[src/rtl/reg_wb_arbiter.sv]
// reg_wb_arbiter: round-robin arbiter for the single register-file write port.
// Port 0 is the pipeline WB stage and port 1 is the interrupt/context unit.
// The winning write is registered into an output stage that drives the
// register file. Per-port saturating grant counters are provided for debug.
module reg_wb_arbiter #(
    parameter int unsigned DATA_W = 16,
    parameter int unsigned ADDR_W = 3,
    parameter int unsigned OP_W   = 3,
    parameter int unsigned CNT_W  = 8
) (
    input  logic              clk_50MHz,
    input  logic              rst,
    input  logic              hold,
    input  logic              req0_valid,
    input  logic [ADDR_W-1:0] req0_addr,
    input  logic [DATA_W-1:0] req0_data,
    input  logic [OP_W-1:0]   req0_op,
    output logic              req0_ready,
    input  logic              req1_valid,
    input  logic [ADDR_W-1:0] req1_addr,
    input  logic [DATA_W-1:0] req1_data,
    input  logic [OP_W-1:0]   req1_op,
    output logic              req1_ready,
    output logic [ADDR_W-1:0] wb_addr,
    output logic [DATA_W-1:0] wb_data,
    output logic [OP_W-1:0]   reg_op,
    output logic              last_grant,
    output logic [CNT_W-1:0]  grant_cnt0,
    output logic [CNT_W-1:0]  grant_cnt1
);

    // REG_OP_NOP code from the CPU's register-op encoding.
    localparam logic [OP_W-1:0]  REG_OP_NOP = {OP_W{1'b0}};
    localparam logic [CNT_W-1:0] CNT_MAX    = {CNT_W{1'b1}};

    logic              grant0_s;
    logic              grant1_s;
    logic              xfer_s;
    logic [ADDR_W-1:0] win_addr_s;
    logic [DATA_W-1:0] win_data_s;
    logic [OP_W-1:0]   win_op_s;

    logic [ADDR_W-1:0] wb_addr_r;
    logic [DATA_W-1:0] wb_data_r;
    logic [OP_W-1:0]   reg_op_r;
    logic              last_grant_r;
    logic [CNT_W-1:0]  grant_cnt0_r;
    logic [CNT_W-1:0]  grant_cnt1_r;

    // Saturating increment for the debug grant counters.
    function automatic logic [CNT_W-1:0] sat_inc(input logic [CNT_W-1:0] value);
        if (value == CNT_MAX) begin
            sat_inc = CNT_MAX;
        end else begin
            sat_inc = value + {{(CNT_W-1){1'b0}}, 1'b1};
        end
    endfunction

    // Round-robin grant: on a tie the port that did not win last time wins;
    // reset low or hold high suppresses every grant so requesters retry.
    always_comb begin
        grant0_s = 1'b0;
        grant1_s = 1'b0;
        if (!rst || hold) begin
            grant0_s = 1'b0;
            grant1_s = 1'b0;
        end else if (req0_valid && req1_valid) begin
            if (last_grant_r) begin
                grant0_s = 1'b1;
            end else begin
                grant1_s = 1'b1;
            end
        end else if (req0_valid) begin
            grant0_s = 1'b1;
        end else if (req1_valid) begin
            grant1_s = 1'b1;
        end else begin
            grant0_s = 1'b0;
            grant1_s = 1'b0;
        end
    end

    // Winner mux feeding the output stage.
    always_comb begin
        xfer_s     = grant0_s | grant1_s;
        win_addr_s = req0_addr;
        win_data_s = req0_data;
        win_op_s   = req0_op;
        if (grant1_s) begin
            win_addr_s = req1_addr;
            win_data_s = req1_data;
            win_op_s   = req1_op;
        end else begin
            win_addr_s = req0_addr;
            win_data_s = req0_data;
            win_op_s   = req0_op;
        end
    end

    // Output stage: load the winner on a transfer, otherwise emit NOP and
    // keep the last address/data so the register-file bus does not toggle.
    always_ff @(posedge clk_50MHz) begin
        if (!rst) begin
            wb_addr_r <= {ADDR_W{1'b0}};
            wb_data_r <= {DATA_W{1'b0}};
            reg_op_r  <= REG_OP_NOP;
        end else if (xfer_s) begin
            wb_addr_r <= win_addr_s;
            wb_data_r <= win_data_s;
            reg_op_r  <= win_op_s;
        end else begin
            reg_op_r  <= REG_OP_NOP;
        end
    end

    // Priority pointer: resets to 1 so port 0 wins the first tie.
    always_ff @(posedge clk_50MHz) begin
        if (!rst) begin
            last_grant_r <= 1'b1;
        end else if (xfer_s) begin
            last_grant_r <= grant1_s;
        end else begin
            last_grant_r <= last_grant_r;
        end
    end

    // Per-port saturating grant counters for debug visibility.
    always_ff @(posedge clk_50MHz) begin
        if (!rst) begin
            grant_cnt0_r <= {CNT_W{1'b0}};
            grant_cnt1_r <= {CNT_W{1'b0}};
        end else begin
            if (grant0_s) begin
                grant_cnt0_r <= sat_inc(grant_cnt0_r);
            end
            if (grant1_s) begin
                grant_cnt1_r <= sat_inc(grant_cnt1_r);
            end
        end
    end

    assign req0_ready = grant0_s;
    assign req1_ready = grant1_s;
    assign wb_addr    = wb_addr_r;
    assign wb_data    = wb_data_r;
    assign reg_op     = reg_op_r;
    assign last_grant = last_grant_r;
    assign grant_cnt0 = grant_cnt0_r;
    assign grant_cnt1 = grant_cnt1_r;

endmodule

[config.mk]
export PLATFORM = sky130hd
export DESIGN_NAME = reg_wb_arbiter
export DESIGN_NICKNAME = d
export VERILOG_FILES = /design/src/rtl/reg_wb_arbiter.sv
export SDC_FILE = /design/constraint.sdc
export NUM_CORES = 1
export LEC_CHECK = 0
export CORE_MARGIN = 1
export CORE_UTILIZATION = 40
export CTS_CLUSTER_DIAMETER = 150
export CTS_CLUSTER_SIZE = 20
export DETAILED_ROUTE_END_ITERATION = 8
export GPL_TIMING_DRIVEN = 0
export PLACE_DENSITY = 0.82
export SYNTH_ARGS = -nofsm -noshare
export SYNTH_HDL_FRONTEND = slang
export SYNTH_SLANG_ARGS = --single-unit
[constraint.sdc]
create_clock -name clk_50MHz -period 1.75 [get_ports clk_50MHz]
set_input_delay 0.35 -clock clk_50MHz [delete_from_list [all_inputs] [get_ports clk_50MHz]]
set_output_delay 0.35 -clock clk_50MHz [all_outputs]
set_load 0.005 [all_outputs]
; Word-level counts from Yosys, hierarchy flattened
; Index checks and enable logic that the tools add are counted.
[totals]
out_inout_bits = 41
reg_bits = 39
[op_classes]
mux = 14
n_eq_ne = 2
n_bitwise = 1
n_reduce_logical = 4
addsub = 2
[op_table]
columns = op, count
row1 = $add 8x1->8 const B, 2
row2 = $eq 8x8->1 const B, 2
row3 = $mux 16, 1
row4 = $mux 8, 2
row5 = $mux 1, 9
row6 = $mux 3, 2
row7 = $reduce_and 2->1, 1
row8 = $logic_and 1x1->1, 1
row9 = $logic_not 1->1, 1
row10 = $logic_or 1x1->1, 1
row11 = $or 1x1->1, 1

; Longest topological paths before layout
[depth]
word_depth = 6
mapped_depth = 6
ltp_nobuf = 5

; Worst setup path after synthesis
; No wires, ideal clock.
[synth_timing]
path_type = input -> register
start = in hold
end = reg grant_cnt1_r[1] (netlist: grant_cnt1[1])
stages = 5
arrival_time_ns = 1.357
required_time_ns = 1.675
n_path_buf = 1
slack_ns = 0.318
path_cell_list = nand2b_4 or2_1 buf_2 or3_4 a31oi_2
[synth_between]
elab_chain_cells = 2
[synth_lines]
columns = item, line_no
row1 = from (decl), 13  ; input logic hold,
row2 = $logic_or 1x1->1, 64  ; if (!rst || hold) begin
row3 = $mux 1, 64
row4 = to (signal assigned), 131  ; grant_cnt1_r <= {CNT_W{1'b0}};
row5 = to (signal assigned), 137  ; grant_cnt1_r <= sat_inc(grant_cnt1_r);
row6 = to (decl), 48  ; logic [CNT_W-1:0] grant_cnt1_r;
; Every way passes these cells.
; A chain may end at the register's enable or synchronous reset.

; Worst setup path in the final report
[layout_timing]
start = reg last_grant_r (netlist: last_grant)
end = out req1_ready
[layout_between]
elab_chain_cells = 3
[layout_lines]
columns = item, line_no
row1 = from (decl), 46  ; logic last_grant_r;
row2 = from (signal assigned), 121  ; last_grant_r <= grant1_s;
row3 = from (signal assigned), 123  ; last_grant_r <= last_grant_r;
row4 = $mux 1, 68  ; if (last_grant_r) begin
row5 = $mux 1, 67  ; end else if (req0_valid && req1_valid) begin
row6 = $mux 1, 64
row7 = to (decl), 23  ; output logic req1_ready,
; Every way passes these cells.

==> results by group <==
Run status
  – Status: finished clean

Drt
  – Final wirelength: 4930 um
  – ANT nets after route: 0
  – Drt initial violations: 84
  – DR vias/cell: 5.26
  – DRC: 0
  – Average wire per standard cell: 14.7 um
  – Total number of vias: 1,761
  – First-pass DRT Iterations: 4

CTS
  – CTS hold repair buffers: 0
  – CTS sink cnt: 39
  – Clock latency on the worst-skew pair: 0.30 ns
  – H-tree depth: 2
  – Clk slew on worst S/H paths: 0.08 ns
  – Max clock buf depth: 2
  – CTS Root Cell: clkbuf_8
  – CTS tree: yes
  – CTS buffer count: 5

Logic synthesis
  – Seq/Total Area, Yosys: 0.435
  – Most common cell in the netlist: dfxtp_1
  – Synthesized area per cell: 9.60 um^2
  – Total number of yosys warnings: 0
  – Post-synth top cells: dfxtp_1, nor2_1, a211oi_1, mux2i_1, nand2_1
  – Post-synth net total: 238
  – Mapped Area: 0.00180 mm^2
  – Most used DFF post-synth: dfxtp_1
  – Share of the synthesized area in the top cell type: 0.435
  – FFs w/ async S/R, synth: 0
  – Synth unique cells: 40
  – #FFs+latches synth: 39
  – Top post-synthesis cells by area: dfxtp_1, mux2i_1, a211oi_1
  – Cell accounting for the most synthesized area: dfxtp_1
  – Mapped Cells: 187
  – EDFF count, synth: 0

Layout
  – Fillers: 359
  – Area Overhead vs Synth: 62.5%
  – Multi-input gate area: 972 um^2
  – Final core utilization: 0.704
  – # diodes: 0
  – Final net count: 335
  – Register Area: 782 um^2
  – Final instance area: 0.00292 mm^2
  – Share of cells above drive strength 1: 0.112

GRT
  – Vias in the first global route: 1,697
  – Global route overflow: 0
  – Largest net degree at the start of global routing: 14
  – First-pass GRT wire length: 7680 um
  – GRT Total Usage: 0.221
  – Initial antenna violation count: 0

Worst setup path
  – Worst Path Max Fanout: 5
  – CP required: 1.40 ns
  – CP Class: reg -> out
  – Top delay family on crit path: simple AND/OR/NAND/NOR gates
  – Largest stage delay, worst path: 0.36 ns
  – Slowest CP cell: dfxtp_2
  – CP Capture Type: output pin
  – Type of element launching the critical path: flop
  – WP buf/inv: 1
  – Arr. time, crit path: 1.33 ns
  – CP cell instances: and2_4 > or2_4 > nor2_4 > buf_2

Timing
  – Fin. max-slew vios: 0
  – Clk_skew: 0.00606 ns
  – Fmax: 595 MHz
  – Worst setup margin: 0.0705 ns
  – RSZ-0062 raised after global routing: false
  – Worst Max-Slew Pin Slew: 0.571 ns
  – Final hold vios: 0
  – Setup Viol. Count Final: 0
  – WHS: 0.368 ns
  – Final min period: 1.68 ns
  – Max-slew headroom: 0.619
  – Fin crit share: 0.960

Power and ir drop
  – Combinational Power Share: 0.170
  – Net Sw Frac: 0.224
  – PD cells: 772 mW/mm^2
  – Clk pwr share: 0.403
  – Sequential power share: 0.427
  – NetSw: 505 uW
  – Cell Int Power: 1750 uW
  – Leakage power: 0.00109 uW
  – Peak VDD IR: 0.485 mV
  – Pwr Total: 2250 uW

Floorplanning
  – Core area: 0.00414 mm^2
  – Initial Utilization: 0.433
  – I/O Pins: 90
  – Site Rows: 23
  – Die height: 69.0 um
  – Die X: 69.0 um
  – Die Footprint: 0.00476 mm^2

Min path
  – Worst Hold Class: in -> reg

Placed design
  – I/O Buffers: 88
  – Area of placed instances: 0.00274 mm^2
  – Dpl hpwl: 3540 um
  – DP Worst Slack: -0.716 ns
  – GPL Wtd Cong: 0.776

Flow run
  – Max-cap violations: 0
==> cells by family after synthesis <==
logic type                 Yosys count  share of synthesized area
AOI/OAI and AO/OA                   40                      0.162
xor gates and xnor gates             6                     0.0293
adders and majority gates            2                     0.0139
buffers and inverters               14                     0.0425
muxes                               20                      0.111
DFF                                 39                      0.435
and+or+nand+nor                     66                      0.206
==> flip-flops by register name, summed over array words and instances (netlist names) <==
| signal | count |
|---|---|
| reg_op | 3 |
| grant_cnt1 | 8 |
| wb_data | 16 |
| last_grant | 1 |
| grant_cnt0 | 8 |
| wb_addr | 3 |
==> final timing paths <==
path / from / endpoint / slack, ns / cells past startpoint
setup / recovery: last_grant$_SDFFE_PN1P_ / req1_ready / 0.07 / 4
hold / removal: rst / last_grant$_SDFFE_PN1P_ / 0.37 / 2
setup reg to reg: grant_cnt1[0]$_SDFFE_PN0N_ / grant_cnt1[4]$_SDFFE_PN0N_ / 0.18 / 5
hold reg to reg: grant_cnt0[2]$_SDFFE_PN0P_ / grant_cnt0[2]$_SDFFE_PN0P_ / 0.51 / 1
==> through the flow <==
step                setup TNS, ns  cells
floorplan                       0    187
global placement            -6.74    325
detailed placement          -7.85    325
CTS                             0    335
global route                    0    335
finish                          0    335
==> cell usage in the layout (no fill, tap or decap), types with 3 or more instances in the layout <==
cell type	netlist	final
clkdlybuf4s50_1	0	83
dfxtp_1	39	38
nor2_1	21	20
mux2i_1	20	20
a211oi_1	20	20
nand2_1	8	8
xnor2_1	6	6
nor3_1	7	6
and3_1	5	5
nand4_1	5	5
a21oi_1	5	5
clkbuf_8	0	5
buf_2	4	4
nand3_1	4	4
buf_4	1	4
clkbuf_1	4	4
dlygate4sd2_1	0	4
a22o_1	3	3
a31oi_1	3	3
a21o_1	3	3
==> repair_timing <==
item                                    4_1_cts  5_1_grt
hold endpoints to repair                      0        0
setup buffers                                 3        0
endpoints found under the setup margin        2        2
pin swaps                                     3        0
resized for setup                            15        2
==> power groups by stage <==
stage	Clock, uW	Combinational, uW	Sequential, uW
CTS	919	383	963
floorplan	0	138	984
finish	908	382	963
global placement	0	367	981
detailed placement	0	374	982
global route	952	415	970
==> cell type report <==
class                      instances  share of cell area
inverter                           2             0.00257
tap                               50              0.0214
timing repair buffer              91               0.306
buffer                            11              0.0219
clock buffer                       5              0.0236
sequential                        39               0.268
clock inverter                     3              0.0232
multi-input combinational        134               0.333
==> routing by layer <==
layer | wire [um] | vias to the layer above | track usage
li1 | - | 881 | -
met1 | 2200 | 810 | 0.258
met2 | 2290 | 60 | 0.368
met3 | 369 | 10 | 0.0773
met4 | 67 | 0 | 0.0867
met5 | 0 | - | 0
(Power assumes the default switching activity.)
